[config.mk]
export PLATFORM = sky130hd
export DESIGN_NAME = button_repeat_arbiter_flat
export DESIGN_NICKNAME = d
export VERILOG_FILES = /design/src/rtl/button_repeat_arbiter_pkg.sv /design/src/rtl/button_repeat_arbiter_if.sv /design/src/rtl/button_repeat_arbiter_filter.sv /design/src/rtl/button_repeat_arbiter.sv /design/src/flat_wrapper.sv
export SDC_FILE = /design/constraint.sdc
export NUM_CORES = 1
export LEC_CHECK = 0
export ABC_CLOCK_PERIOD_IN_PS = 2270
export BUFFER_PORTS_ARGS = -buffer_cell sky130_fd_sc_hd__buf_2
export CAP_MARGIN = 25
export CORE_ASPECT_RATIO = 1.4
export CORE_MARGIN = 1
export CORE_UTILIZATION = 50
export DETAILED_ROUTE_END_ITERATION = 8
export GPL_TIMING_DRIVEN = 0
export PLACE_DENSITY_LB_ADDON = 0.12
export SYNTH_ARGS = -nofsm -noshare
export SYNTH_HDL_FRONTEND = slang
export SYNTH_SLANG_ARGS = --single-unit
[constraint.sdc]
create_clock -name regular_clk -period 2.27 [get_ports regular_clk]
set_input_delay 0.454 -clock regular_clk [delete_from_list [all_inputs] [get_ports regular_clk]]
set_output_delay 0.454 -clock regular_clk [all_outputs]
set_load 0.03 [all_outputs]
[src/rtl/button_repeat_arbiter_pkg.sv]
// clock_ui_pkg: shared FSM state type and default timing constants for the clock-setting UI.
package clock_ui_pkg;
  typedef enum logic [1:0] {IDLE, DELAY, REPEAT} arb_state_e;
  localparam int CLK_HZ              = 31500000;
  localparam int TICK_DIV_5MS        = 157500;
  localparam int REPEAT_DELAY_TICKS  = 100;
  localparam int REPEAT_PERIOD_TICKS = 20;
  function automatic int max_int(input int a, input int b);
    return a > b ? a : b;
  endfunction
endpackage

[src/rtl/button_repeat_arbiter_if.sv]
// button_repeat_arbiter_if: raw button inputs and debounced/arbitrated outputs of the button front end.
interface button_repeat_arbiter_if #(parameter int NUM_BTN = 3);
  localparam int OW = $clog2(NUM_BTN);
  logic [NUM_BTN-1:0] btn_raw;
  logic               tick_o;
  logic [NUM_BTN-1:0] btn_level;
  logic [NUM_BTN-1:0] btn_pulse;
  logic               busy;
  logic [OW-1:0]      owner;
  modport master (output btn_raw, input tick_o, btn_level, btn_pulse, busy, owner);
  modport slave  (input btn_raw, output tick_o, btn_level, btn_pulse, busy, owner);
endinterface

[src/rtl/button_repeat_arbiter_filter.sv]
// btn_sample_filter: 2-flop synchroniser plus tick-sampled history that sets/clears a debounced level.
module btn_sample_filter #(
  parameter int SAMPLES = 4
) (
  input  logic regular_clk,
  input  logic reset,
  input  logic tick,
  input  logic raw,
  output logic level
);
  logic [1:0]         sync_q, sync_d;
  logic [SAMPLES-1:0] hist_q, hist_d;
  logic               level_q, level_d;
  always_comb begin
    sync_d  = {sync_q[0], raw};
    hist_d  = tick ? {hist_q[SAMPLES-2:0], sync_q[1]} : hist_q;
    level_d = &hist_q ? 1'b1 : ~|hist_q ? 1'b0 : level_q;
  end
  always_ff @(posedge regular_clk or posedge reset) begin
    if (reset) begin
      sync_q  <= '0;
      hist_q  <= '0;
      level_q <= 1'b0;
    end else begin
      sync_q  <= sync_d;
      hist_q  <= hist_d;
      level_q <= level_d;
    end
  end
  assign level = level_q;
endmodule

[src/rtl/button_repeat_arbiter.sv]
// button_repeat_arbiter: debounces the set-time buttons, grants one owner at a time
// and issues single-press plus auto-repeat increment pulses.
module button_repeat_arbiter
  import clock_ui_pkg::*;
#(
  parameter int NUM_BTN       = 3,
  parameter int TICK_DIV      = TICK_DIV_5MS,
  parameter int SAMPLES       = 4,
  parameter int REPEAT_DELAY  = REPEAT_DELAY_TICKS,
  parameter int REPEAT_PERIOD = REPEAT_PERIOD_TICKS
) (
  input logic                    regular_clk,
  input logic                    reset,
  button_repeat_arbiter_if.slave bus
);
  localparam int DW = $clog2(TICK_DIV);
  localparam int OW = $clog2(NUM_BTN);
  localparam int RW = $clog2(max_int(REPEAT_DELAY, REPEAT_PERIOD) + 1);
  logic [DW-1:0]      div_q, div_d;
  logic               tick_q, tick_d;
  logic [NUM_BTN-1:0] level_w, prev_q, prev_d, rise;
  arb_state_e         state_q, state_d;
  logic [RW-1:0]      rcnt_q, rcnt_d;
  logic [OW-1:0]      owner_q, owner_d, grant_idx;
  logic               busy_q, busy_d;
  logic [NUM_BTN-1:0] pulse_q, pulse_d;
  logic               held, rcnt_last;
  always_comb begin
    tick_d = div_q == DW'(TICK_DIV - 1);
    div_d  = tick_d ? '0 : div_q + 1'b1;
  end
  for (genvar g = 0; g < NUM_BTN; g++) begin : g_filt
    btn_sample_filter #(.SAMPLES(SAMPLES)) u_filt (
      .regular_clk(regular_clk),
      .reset      (reset),
      .tick       (tick_q),
      .raw        (bus.btn_raw[g]),
      .level      (level_w[g])
    );
  end
  assign prev_d = level_w;
  assign rise   = level_w & ~prev_q;
  always_comb begin
    state_d   = state_q;
    rcnt_d    = rcnt_q;
    owner_d   = owner_q;
    busy_d    = busy_q;
    pulse_d   = '0;
    grant_idx = '0;
    for (int i = NUM_BTN - 1; i >= 0; i--) if (rise[i]) grant_idx = OW'(i);
    held      = level_w[owner_q];
    rcnt_last = state_q == DELAY ? rcnt_q == RW'(REPEAT_DELAY - 1) : rcnt_q == RW'(REPEAT_PERIOD - 1);
    if (state_q == IDLE) begin
      if (|rise) begin
        state_d            = DELAY;
        owner_d            = grant_idx;
        busy_d             = 1'b1;
        pulse_d[grant_idx] = 1'b1;
        rcnt_d             = '0;
      end
    end else if (!held) begin
      // release outranks a repeat pulse that falls due in the same cycle
      state_d = IDLE;
      busy_d  = 1'b0;
    end else if (tick_q) begin
      if (rcnt_last) begin
        pulse_d[owner_q] = 1'b1;
        rcnt_d           = '0;
        state_d          = REPEAT;
      end else begin
        rcnt_d = rcnt_q + 1'b1;
      end
    end
  end
  always_ff @(posedge regular_clk or posedge reset) begin
    if (reset) begin
      div_q   <= '0;
      tick_q  <= 1'b0;
      prev_q  <= '0;
      state_q <= IDLE;
      rcnt_q  <= '0;
      owner_q <= '0;
      busy_q  <= 1'b0;
      pulse_q <= '0;
    end else begin
      div_q   <= div_d;
      tick_q  <= tick_d;
      prev_q  <= prev_d;
      state_q <= state_d;
      rcnt_q  <= rcnt_d;
      owner_q <= owner_d;
      busy_q  <= busy_d;
      pulse_q <= pulse_d;
    end
  end
  assign bus.tick_o    = tick_q;
  assign bus.btn_level = level_w;
  assign bus.btn_pulse = pulse_q;
  assign bus.busy      = busy_q;
  assign bus.owner     = owner_q;
endmodule

[src/flat_wrapper.sv]
// flat-port wrapper written by rule: the top's interface ports become plain ports
module button_repeat_arbiter_flat import clock_ui_pkg::*;
#(
  parameter int NUM_BTN       = 3,
  parameter int TICK_DIV      = TICK_DIV_5MS,
  parameter int SAMPLES       = 4,
  parameter int REPEAT_DELAY  = REPEAT_DELAY_TICKS,
  parameter int REPEAT_PERIOD = REPEAT_PERIOD_TICKS
)
  (regular_clk, reset, bus_btn_raw, bus_tick_o, bus_btn_level, bus_btn_pulse, bus_busy, bus_owner);
  button_repeat_arbiter_if #(.NUM_BTN(NUM_BTN)) bus_i ();
  input logic regular_clk;
  input logic reset;
  input wire logic [$bits(bus_i.btn_raw)-1:0] bus_btn_raw;
  output wire logic [$bits(bus_i.tick_o)-1:0] bus_tick_o;
  output wire logic [$bits(bus_i.btn_level)-1:0] bus_btn_level;
  output wire logic [$bits(bus_i.btn_pulse)-1:0] bus_btn_pulse;
  output wire logic [$bits(bus_i.busy)-1:0] bus_busy;
  output wire logic [$bits(bus_i.owner)-1:0] bus_owner;
  assign bus_i.btn_raw = bus_btn_raw;
  assign bus_tick_o = bus_i.tick_o;
  assign bus_btn_level = bus_i.btn_level;
  assign bus_btn_pulse = bus_i.btn_pulse;
  assign bus_busy = bus_i.busy;
  assign bus_owner = bus_i.owner;
  button_repeat_arbiter #(.NUM_BTN(NUM_BTN), .TICK_DIV(TICK_DIV), .SAMPLES(SAMPLES), .REPEAT_DELAY(REPEAT_DELAY), .REPEAT_PERIOD(REPEAT_PERIOD)) u_core (.regular_clk(regular_clk), .reset(reset), .bus(bus_i));
endmodule
==> results.ini <==
[floorplanning]
rows = 30
num_io_pins = 15
coreArea_um2 = 4805
die_w_um = 61.72
start_util_pct = 51.95
die_h_um = 85.60
die-area_um2 = 5283

[grt]
grt_pass1_vias = 1594
grt_usage_pct = 18.74
grt_pass1_wl_um = 7051
grt_antenna_before_repair = 0
grt_max_degree = 34
grt_overflow = 0

[place]
gp_congestion = 0.7668
place_inst = 297
dp_hpwl_um = 2807
portBuffers = 14

[critical_path]
cp-end-kind = register
critPathMaxFanout = 9
critical_path_arrival_ps = 2020
crit_required_ps = 2480
start_kind = register
path_class = register to register

[route]
avgRoutedWirePerCell_um = 13.20
vias = 1642
first_pass_iters = 4
wirelength_um = 4133
vias_per_cell = 5.246
first_iter_violations = 90
drc = 0
postRouteAntennaNets = 0

[clock_tree]
cts_buffers = 9
cts_setup_buffers = 0
clockRootBuffer = clkbuf_8
clock_latency_ps = 330
clock_path_buffers = 2
cts-resized-gates = 0
cts_tree = yes
cts-htree-levels = 3
cts_hold_buf = 0
clkSlewWorstSetupHoldPaths_ps = 60
cts_sinks = 58

[synthesis]
syn_inst = 218
ys_warn_count = 0
seq_area_frac_synth_pct = 58.15
synth-main-ff-cell = dfrtp_1
synth_edf_count = 0
syn_nets = 225
synth_area_leaders = dfrtp_1, mux2_2, nor2_1, nand2_1, xnor2_1
ys_ff_latch = 58
synth_common_cells = dfrtp_1, nor2_1, nand2_1
synth_top_area_cell = dfrtp_1
synth.most_common_cell = dfrtp_1
async_flop_share_pct = 100.0
synth.top_cell.area_share_pct = 58.15
syn_avg_cell_area_um2 = 11.45
synth_area_um2 = 2496
ys_types = 42

[sta]
clock_skew_ps = 9.318
max_freq_mhz = 553.3
setup_viol = 0
worstMarginPinSlew_ps = 553.9
fin_crit_ps = 1807
drv_slew = 0
finalCritPeriodShare_pct = 79.61
final-hold-violation-count = 0
rsz0062_at_grt = no
relSlewSlack_pct = 63.02
hold_ws_ps = 170.5

[power_and_ir_drop]
leakagePower_uw = 0.001361
total_power_uw = 2010
powerDensity_nw_per_um2 = 702.0
peakVddDrop_mv = 0.4498

[layout]
stdcell_count = 313
drive_above_1_share_pct = 22.49
syn_to_final_growth_pct = 14.74
nNetsFinal = 251
insertedDiodeCount = 0
utilization_pct = 59.61

[min_path]
hp-class = input port to asynchronous set/reset pin

[outcome]
status = completed

[run]
max_cap_viol_count = 0

-- cells in the final DEF, fill, tap and decap left out, types with 2 or more instances in the layout --
cell type and count:
dfrtp_1 58, nor2_1 23, nand2_1 21, buf_2 17
mux2_2 12, clkbuf_8 11, xnor2_1 9, nand3_1 7
o21ai_0 7, nand4_1 6, xor2_1 6, nor2b_1 5
and3_1 5, nor3_1 5, a21oi_1 4, nand2b_1 3
o31ai_2 3, a31oi_1 3, or3_1 3, buf_4 3
clkbuf_1 3, or2_2 2, a22o_1 2, nor4_1 2
nor4b_1 2, inv_1 2, o31ai_1 2, nand3b_1 2
ha_1 2
-- cell families after synthesis --
logic type / Yosys count / synth area share [%]
adders and majority gates: 2 / 1.002
and+or+nand+nor: 91 / 18.40
muxes: 13 / 5.815
AOI/OAI and AO/OA: 29 / 9.274
DFF: 58 / 58.15
xor gates and xnor gates: 15 / 5.263
buffers and inverters: 10 / 2.105
-- power by group --
group	switching [µW]	leakage [µW]	internal, µW
Clock	377	0.000101	567
Sequential	1.12	0.000782	1040
Combinational	20.0	0.000478	6.03
Total	398	0.00136	1610
-- stage by stage --
step / worst slack [ps] / area [µm²] / TNS, ps
final: 462.8 / 2864 / 0
after global routing: 387.6 / 2864 / 0
after CTS: 472.0 / 2864 / 0
after detailed placement: 482.0 / 2666 / 0
after global placement: -272.6 / 2646 / -15690
after floorplan: 388.0 / 2496 / 0
-- state kept, by name, summed over array words and instances (netlist names) --
register                     cells
u_core.g_filt.u_filt.sync_q      6
u_core.bus.busy                  1
u_core.prev_q                    3
u_core.bus.owner                 2
u_core.rcnt_q                    7
u_core.div_q                    18
u_core.state_q                   2
u_core.g_filt.u_filt.level       3
u_core.bus.btn_pulse             3
u_core.g_filt.u_filt.hist_q     12
u_core.bus.tick_o                1
-- layer usage --
layer	wire length, µm	part of all wire [%]	GRT usage, %
met1	1755	42	21.26
met2	2202	53	30.40
met3	137	3.3	6.787
met4	38	0.92	9.091
met5	0	0	0
-- critical path: stages (launching register included) --
cell,delay [ps]
dfrtp_1,440
nor2b_1,180
o31a_1,340
a31oi_4,280
nor2_1,140
a221o_1,310
-- cell type report --
| cell class | instances | area (µm²) |
|---|---|---|
| plain buffers | 7 | 41.29 |
| flip-flops and latches | 58 | 1451 |
| clock inverters | 2 | 35.03 |
| well taps | 64 | 80.08 |
| inverters | 3 | 11.26 |
| fillers | 415 | 1941 |
| multi-input cells | 150 | 992.2 |
| repair buffers | 15 | 90.09 |
| clock buffers | 14 | 162.7 |
-- final timing paths --
| kind | cells after the start | slack (ps) | start | end |
|---|---|---|---|---|
| min | 2 | 170 | reset | u_core.g_filt[0].u_filt.sync_q[1]$_DFF_PP0_ |
| min reg2reg | 0 | 350 | u_core.g_filt[0].u_filt.sync_q[0]$_DFF_PP0_ | u_core.g_filt[0].u_filt.sync_q[1]$_DFF_PP0_ |
| max | 5 | 460 | u_core.g_filt[2].u_filt.level$_DFFE_PP0P_ | u_core.rcnt_q[6]$_DFFE_PP0P_ |
| min in group regular_clk | 1 | 230 | bus_btn_raw[2] | u_core.g_filt[2].u_filt.sync_q[0]$_DFF_PP0_ |
| max in group asynchronous | 3 | 1550 | reset | u_core.g_filt[2].u_filt.hist_q[3]$_DFFE_PP0P_ |
| max reg2reg | 5 | 460 | u_core.g_filt[2].u_filt.level$_DFFE_PP0P_ | u_core.rcnt_q[6]$_DFFE_PP0P_ |
Power figures use the tool's default switching activity.
